$ cat config.mk
export PLATFORM = sky130hd
export DESIGN_NAME = dm_arbiter_flat
export DESIGN_NICKNAME = d
export VERILOG_FILES = /design/src/rtl/dm_arbiter_if.sv /design/src/rtl/dm_arbiter.sv /design/src/flat_wrapper.sv
export SDC_FILE = /design/constraint.sdc
export NUM_CORES = 1
export LEC_CHECK = 0
export CAP_MARGIN = 30
export CORE_AREA = 5 5 115 117
export CTS_CLUSTER_DIAMETER = 50
export CTS_CLUSTER_SIZE = 25
export DETAILED_ROUTE_END_ITERATION = 10
export DIE_AREA = 0 0 120 122
export DONT_BUFFER_PORTS = 1
export PLACE_DENSITY = 0.63
export SLEW_MARGIN = 20
export SYNTH_ARGS = -nofsm -noshare
export SYNTH_HDL_FRONTEND = slang
export SYNTH_SLANG_ARGS = --single-unit
$ cat constraint.sdc
create_clock -name clk -period 2.2 [get_ports clk]
set_clock_uncertainty 0.05 [all_clocks]
set_input_delay 0.22 -clock clk [delete_from_list [all_inputs] [get_ports clk]]
set_output_delay 0.22 -clock clk [all_outputs]
set_load 0.05 [all_outputs]
$ cat src/rtl/dm_arbiter_if.sv
// rtl/dm_arbiter_if.sv - requester and data-memory signal bundle for dm_arbiter
// Purpose : groups both requester handshakes and the data-memory bus.
// Modports: slave  - arbiter view (requests in, acks/read data/memory strobes out)
//           master - environment view (requesters plus the memory itself)
interface dm_arbiter_if #(
  parameter int ADDR_W = 32,
  parameter int DATA_W = 32
);
  logic              req0;
  logic              we0;
  logic [ADDR_W-1:0] addr0;
  logic [DATA_W-1:0] wdata0;
  logic              ack0;
  logic              err0;
  logic [DATA_W-1:0] rdata0;

  logic              req1;
  logic              we1;
  logic [ADDR_W-1:0] addr1;
  logic [DATA_W-1:0] wdata1;
  logic              ack1;
  logic              err1;
  logic [DATA_W-1:0] rdata1;

  logic [ADDR_W-1:0] MemAddr;
  logic [DATA_W-1:0] MemWriteData;
  logic              MemWrite;
  logic              MemRead;
  logic [DATA_W-1:0] MemReadData;

  modport slave (
    input  req0, we0, addr0, wdata0,
    input  req1, we1, addr1, wdata1,
    input  MemReadData,
    output ack0, err0, rdata0,
    output ack1, err1, rdata1,
    output MemAddr, MemWriteData, MemWrite, MemRead
  );

  modport master (
    output req0, we0, addr0, wdata0,
    output req1, we1, addr1, wdata1,
    output MemReadData,
    input  ack0, err0, rdata0,
    input  ack1, err1, rdata1,
    input  MemAddr, MemWriteData, MemWrite, MemRead
  );
endinterface

$ cat src/rtl/dm_arbiter.sv
// rtl/dm_arbiter.sv - two-port round-robin arbiter/sequencer for the data memory
// Purpose: serialises 32-bit word accesses from port 0 (CPU) and port 1 (DMA),
//          pulses the memory strobe for one cycle, returns a one-cycle ack.
// Ports  : clk, rst_n (sync, active-low)
//          bus  - dm_arbiter_if.slave (requester handshakes + memory bus)
//          busy - high whenever the FSM is not IDLE
//          gnt  - port currently or most recently granted
module dm_arbiter #(
  parameter int ADDR_W    = 32,
  parameter int DATA_W    = 32,
  parameter int MEM_BYTES = 128
) (
  input  logic        clk,
  input  logic        rst_n,
  dm_arbiter_if.slave bus,
  output logic        busy,
  output logic        gnt
);
  typedef enum logic [1:0] {IDLE, ACCESS, CAPTURE, DONE} state_t;

  localparam logic [ADDR_W-1:0] LAST_WORD = ADDR_W'(MEM_BYTES - 4);

  state_t            state_q, state_d;
  // last_q is both the round-robin pointer and the active winner after a grant
  logic              last_q, last_d;
  logic              we_q, we_d;
  logic              busy_q, busy_d;
  logic              ack0_q, ack0_d, err0_q, err0_d;
  logic              ack1_q, ack1_d, err1_q, err1_d;
  logic [DATA_W-1:0] rdata0_q, rdata0_d, rdata1_q, rdata1_d;
  logic [ADDR_W-1:0] mem_addr_q, mem_addr_d;
  logic [DATA_W-1:0] mem_wdata_q, mem_wdata_d;
  logic              mem_write_q, mem_write_d;
  logic              mem_read_q, mem_read_d;

  logic              pick;
  logic              pick_we;
  logic              pick_bad;
  logic [ADDR_W-1:0] pick_addr;
  logic [DATA_W-1:0] pick_wdata;

  // Lone requester wins; a tie goes to the port not served last.
  assign pick       = (bus.req0 && bus.req1) ? ~last_q : bus.req1;
  assign pick_we    = pick ? bus.we1 : bus.we0;
  assign pick_addr  = pick ? bus.addr1 : bus.addr0;
  assign pick_wdata = pick ? bus.wdata1 : bus.wdata0;
  // Full-width compare so large addresses never alias into the array.
  assign pick_bad   = (pick_addr[1:0] != 2'b00) || (pick_addr > LAST_WORD);

  always_ff @(posedge clk) begin
    if (!rst_n) begin
      state_q     <= IDLE;
      last_q      <= 1'b1;
      we_q        <= 1'b0;
      busy_q      <= 1'b0;
      ack0_q      <= 1'b0;
      err0_q      <= 1'b0;
      ack1_q      <= 1'b0;
      err1_q      <= 1'b0;
      rdata0_q    <= '0;
      rdata1_q    <= '0;
      mem_addr_q  <= '0;
      mem_wdata_q <= '0;
      mem_write_q <= 1'b0;
      mem_read_q  <= 1'b0;
    end else begin
      state_q     <= state_d;
      last_q      <= last_d;
      we_q        <= we_d;
      busy_q      <= busy_d;
      ack0_q      <= ack0_d;
      err0_q      <= err0_d;
      ack1_q      <= ack1_d;
      err1_q      <= err1_d;
      rdata0_q    <= rdata0_d;
      rdata1_q    <= rdata1_d;
      mem_addr_q  <= mem_addr_d;
      mem_wdata_q <= mem_wdata_d;
      mem_write_q <= mem_write_d;
      mem_read_q  <= mem_read_d;
    end
  end

  // Outputs are registered, so each *_d below is the value seen during the
  // state being entered (strobes during ACCESS, ack/err during DONE).
  always_comb begin
    state_d     = state_q;
    last_d      = last_q;
    we_d        = we_q;
    ack0_d      = 1'b0;
    err0_d      = 1'b0;
    ack1_d      = 1'b0;
    err1_d      = 1'b0;
    rdata0_d    = rdata0_q;
    rdata1_d    = rdata1_q;
    mem_addr_d  = mem_addr_q;
    mem_wdata_d = mem_wdata_q;
    mem_write_d = 1'b0;
    mem_read_d  = 1'b0;

    case (state_q)
      IDLE: begin
        if (bus.req0 || bus.req1) begin
          last_d = pick;
          we_d   = pick_we;
          if (pick_bad) begin
            // Rejected without touching memory: ack+err next cycle.
            state_d = DONE;
            ack0_d  = ~pick;
            err0_d  = ~pick;
            ack1_d  = pick;
            err1_d  = pick;
          end else begin
            state_d    = ACCESS;
            mem_addr_d = pick_addr;
            if (pick_we) begin
              mem_write_d = 1'b1;
              mem_wdata_d = pick_wdata;
            end else begin
              mem_read_d = 1'b1;
            end
          end
        end
      end
      ACCESS: begin
        state_d = CAPTURE;
      end
      CAPTURE: begin
        // MemReadData settled a full cycle ago, at the end of ACCESS.
        if (!we_q) begin
          if (last_q) rdata1_d = bus.MemReadData;
          else        rdata0_d = bus.MemReadData;
        end
        ack0_d  = ~last_q;
        ack1_d  = last_q;
        state_d = DONE;
      end
      DONE: begin
        state_d = IDLE;
      end
      default: begin
        state_d = IDLE;
      end
    endcase

    busy_d = (state_d != IDLE);
  end

  assign bus.ack0         = ack0_q;
  assign bus.err0         = err0_q;
  assign bus.rdata0       = rdata0_q;
  assign bus.ack1         = ack1_q;
  assign bus.err1         = err1_q;
  assign bus.rdata1       = rdata1_q;
  assign bus.MemAddr      = mem_addr_q;
  assign bus.MemWriteData = mem_wdata_q;
  assign bus.MemWrite     = mem_write_q;
  assign bus.MemRead      = mem_read_q;
  assign busy             = busy_q;
  assign gnt              = last_q;
endmodule

$ cat src/flat_wrapper.sv
// flat-port wrapper written by rule: the top's interface ports become plain ports
module dm_arbiter_flat 
#(
  parameter int ADDR_W    = 32,
  parameter int DATA_W    = 32,
  parameter int MEM_BYTES = 128
)
  (clk, rst_n, busy, gnt, bus_req0, bus_we0, bus_addr0, bus_wdata0, bus_req1, bus_we1, bus_addr1, bus_wdata1, bus_MemReadData, bus_ack0, bus_err0, bus_rdata0, bus_ack1, bus_err1, bus_rdata1, bus_MemAddr, bus_MemWriteData, bus_MemWrite, bus_MemRead);
  dm_arbiter_if #(.ADDR_W(ADDR_W), .DATA_W(DATA_W)) bus_i ();
  input  logic clk;
  input  logic rst_n;
  output logic busy;
  output logic gnt;
  input wire logic [$bits(bus_i.req0)-1:0] bus_req0;
  input wire logic [$bits(bus_i.we0)-1:0] bus_we0;
  input wire logic [$bits(bus_i.addr0)-1:0] bus_addr0;
  input wire logic [$bits(bus_i.wdata0)-1:0] bus_wdata0;
  input wire logic [$bits(bus_i.req1)-1:0] bus_req1;
  input wire logic [$bits(bus_i.we1)-1:0] bus_we1;
  input wire logic [$bits(bus_i.addr1)-1:0] bus_addr1;
  input wire logic [$bits(bus_i.wdata1)-1:0] bus_wdata1;
  input wire logic [$bits(bus_i.MemReadData)-1:0] bus_MemReadData;
  output wire logic [$bits(bus_i.ack0)-1:0] bus_ack0;
  output wire logic [$bits(bus_i.err0)-1:0] bus_err0;
  output wire logic [$bits(bus_i.rdata0)-1:0] bus_rdata0;
  output wire logic [$bits(bus_i.ack1)-1:0] bus_ack1;
  output wire logic [$bits(bus_i.err1)-1:0] bus_err1;
  output wire logic [$bits(bus_i.rdata1)-1:0] bus_rdata1;
  output wire logic [$bits(bus_i.MemAddr)-1:0] bus_MemAddr;
  output wire logic [$bits(bus_i.MemWriteData)-1:0] bus_MemWriteData;
  output wire logic [$bits(bus_i.MemWrite)-1:0] bus_MemWrite;
  output wire logic [$bits(bus_i.MemRead)-1:0] bus_MemRead;
  assign bus_i.req0 = bus_req0;
  assign bus_i.we0 = bus_we0;
  assign bus_i.addr0 = bus_addr0;
  assign bus_i.wdata0 = bus_wdata0;
  assign bus_i.req1 = bus_req1;
  assign bus_i.we1 = bus_we1;
  assign bus_i.addr1 = bus_addr1;
  assign bus_i.wdata1 = bus_wdata1;
  assign bus_i.MemReadData = bus_MemReadData;
  assign bus_ack0 = bus_i.ack0;
  assign bus_err0 = bus_i.err0;
  assign bus_rdata0 = bus_i.rdata0;
  assign bus_ack1 = bus_i.ack1;
  assign bus_err1 = bus_i.err1;
  assign bus_rdata1 = bus_i.rdata1;
  assign bus_MemAddr = bus_i.MemAddr;
  assign bus_MemWriteData = bus_i.MemWriteData;
  assign bus_MemWrite = bus_i.MemWrite;
  assign bus_MemRead = bus_i.MemRead;
  dm_arbiter #(.ADDR_W(ADDR_W), .DATA_W(DATA_W), .MEM_BYTES(MEM_BYTES)) u_core (.clk(clk), .rst_n(rst_n), .bus(bus_i), .busy(busy), .gnt(gnt));
endmodule
==> summary.md <==
| Metric | Value |
|---|---|
| Outcome | finished, final reports clean |
| CTS H-tree lvls | 4 |
| Finished Layout Cells | 773 |
| Synthesized area | 0.00544 sq mm |
| Gr ovfl total | 0 |
| Ys flop type | dfxtp_1 |
| Site row count | 41 |
| Min-Delay Path Class | primary input to flip-flop |
| Synth area leader | dfxtp_1 |
| Power per cell area | 1130 mW/mm^2 |
| Internal | 5.04 mW |
| Sw Ratio | 32.6% |
| Fin. max-slew vios | 0 |
| Setup TNS | 0 ps |
| Worst-path clk slew | 60 ps |
| Vias per Instance | 5.85 |
| Die Ht | 122 um |
| Syn Inst Count | 585 |
| Hold bufs inserted after CTS | 37 |
| Distinct cells, synth | 35 |
| Initial DRT Pass Iterations | 5 |
| Dpl ws | 163 ps |
| DRT iter0 DRCs | 318 |
| Static leakage | 2.38 nW |
| Slew headroom | 45.2% |
| CP cell instances | a21boi_4 > buf_4 > mux2i_4 > buf_4 > a31oi_1 > a211oi_2 |
| Wire per inst | 21.7 um |
| HP Start | bus_wdata0[10] |
| Postcts setup bufs | 0 |
| # diodes | 0 |
| Vias in the first global route | 4522 |
| Layout cells sized above 1 | 15.1% |
| Area Growth Syn to Fin | 21.8% |
| Clock group share of total power | 41.4% |
| Share of synthesized registers carrying an async set or reset | 0% |
| IO Port Bufs | 0 |
| Die area | 0.0146 sq mm |
| DRC Markers | 0 |
| DIE WIDTH | 120 um |
| All-Layer GR Usage | 22.2% |
| Top area cells in the synthesized netlist | dfxtp_1 (51%), nand2_1 (9.0%), a211oi_2 (6.9%), mux2i_1 (6.8%), a21oi_1 (6.3%) |
| Worst EP required | 2480 ps |
| Root buf cell | clkbuf_16 |
| CP max FO | 24 |
| Hold Vio Cnt, Final | 0 |
| Max-Cap Viols | 0 |
| Worst setup EP type | flip-flop |
| Critical path origin | u_core.gnt |
| Combinational power share | 12.7% |
| Critical path startpoint category | flip-flop |
| Vias | 4525 |
| Core area | 0.0123 sq mm |
| Routed Antenna Nets | 0 |
| Initial core utilization | 44.4% |
| CTS buffer count | 17 |
| Achievable frequency | 514 MHz |
| Final setup vio count | 0 |
| Placed cell count | 704 |
| WL final | 16800 um |
| First-pass GRT wire length | 25200 um |
| Post-Route Utilization | 54.0% |
| Syn Area/Cell | 9.30 sq um |
| Detailed placement HPWL | 12000 um |
| TritonCTS clock tree | built |
| Final instance area | 0.00663 sq mm |
| Worst setup margin | 256 ps |
| Pin count of the biggest net entering global routing | 57 |
| VDD IR max | 671 uV |
| TritonCTS Sinks | 139 |
| Nets | 778 |
| WS Path Type | flip-flop to flip-flop |
| Top cell by count, worst path | buf_4 |
| Clock Path Buffers | 2 |
| Synth top area share | 51.2% |
| Post-synthesis register bit count | 139 |
| Share of power burned in registers | 45.9% |
| Total Power | 7.48 mW |
| Initial antenna violation count | 0 |
| Fin crit share | 88.4% |
| Seq/Total Area, Yosys | 51.2% |
| Net Switching | 2.43 mW |
| Max stage delay on crit path | 370 ps |
| Clk_lat worst skew | 410 ps |
| Highest-delay cell along the critical path | mux2i_4 |
| Largest delay share family, worst path | buffers and inverters |
| I/O pin cnt | 302 |
| Post_cts resized | 0 |
| Hold slack | 22.5 ps |
| Net count after synthesis | 753 |
| Tightest Pin Transition | 820 ps |
| Critical path arrival | 2230 ps |
| Tmin final | 1940 ps |
| Post-synth EDFFs | 0 |
| Post-DP Area | 0.00560 sq mm |
| Bufs and invs on worst path | 2 |
| Yosys warnings | 0 |
| Placer Congestion | 0.773 |
| Unrepaired setup endpoints after global routing | no |
| R2R Path Start | u_core.gnt |
## cell usage after synthesis (3+ instances only)
cell type and number:
a211oi_1 8, nand2_1 131, a211oi_2 30, nor2_1 5, buf_6 4, buf_2 12
nor4_1 12, nand4_1 3, clkbuf_1 35, o21ai_0 4, dfxtp_1 139, mux2i_1 37
and3_1 31, a21oi_1 69, a31oi_1 37, nor3_1 5
## cell usage in the layout (no fill, tap or decap), drive strengths merged, types with 12 or more instances in the layout
cell type | netlist | routed
dfxtp | 139 | 139
nand2 | 132 | 132
a21oi | 69 | 69
mux2i | 39 | 39
a211oi | 38 | 38
a31oi | 37 | 37
dlygate4sd3 | 0 | 37
and3 | 31 | 31
buf | 17 | 21
clkbuf | 35 | 20
nor4 | 12 | 12
## routing by layer
| metal | track usage, % | part of all wire [%] |
|---|---|---|
| met1 | 23.0 | 35 |
| met2 | 40.2 | 54 |
| met3 | 9.19 | 8.8 |
| met4 | 8.30 | 2.6 |
| met5 | 0 | 0 |
## layout make-up
class | instances | area, sq um
Inverter | 3 | 13.8
Sequential cell | 139 | 2780
Clock inverter | 12 | 185
Tap cell | 150 | 188
Multi-Input combinational cell | 391 | 2420
Fill cell | 1054 | 5640
Clock buffer | 20 | 467
Timing Repair Buffer | 58 | 566
## worst paths after layout
check | end | slack [ps] | cells past startpoint
max | u_core.bus.MemWriteData[23] | 260 | 6
min | u_core.bus.MemWriteData[10] | 20 | 2
max reg2reg | u_core.bus.MemWriteData[23] | 260 | 6
min reg2reg | u_core.we_q | 520 | 2
## kinds of logic after synthesis
kind of cell	after synthesis	synth area share (%)
AO/OA/AOI/OAI	155	20.0
multiplexers	39	7.48
AND/OR/NAND/NOR	195	16.2
flip-flops	139	51.2
adder cells (fa/ha/maj)	2	0.460
buffers and inverters	55	4.69
## worst register-to-register path, cell delays in order (launching register included)
cell      delay (ps)
dfxtp_1          330
a21boi_4         170
buf_4            240
mux2i_4          380
buf_4            330
a31oi_1          140
a211oi_2         220
## power by group through the flow
stage               clock, mW  combinational [mW]  sequential (mW)
floorplan                   0               0.653             3.45
finish                   3.10               0.948             3.43
global placement            0               0.847             3.49
CTS                      3.14               0.952             3.44
detailed placement          0               0.869             3.49
global route             3.29                1.05             3.45
## registers in the layout (all words and copies together) (netlist names), 2 cells and up
register                 count
u_core.bus.rdata1           32
u_core.bus.MemAddr          32
u_core.bus.rdata0           32
u_core.bus.MemWriteData     32
u_core.state_q               2
Power figures use the tool's default switching activity.
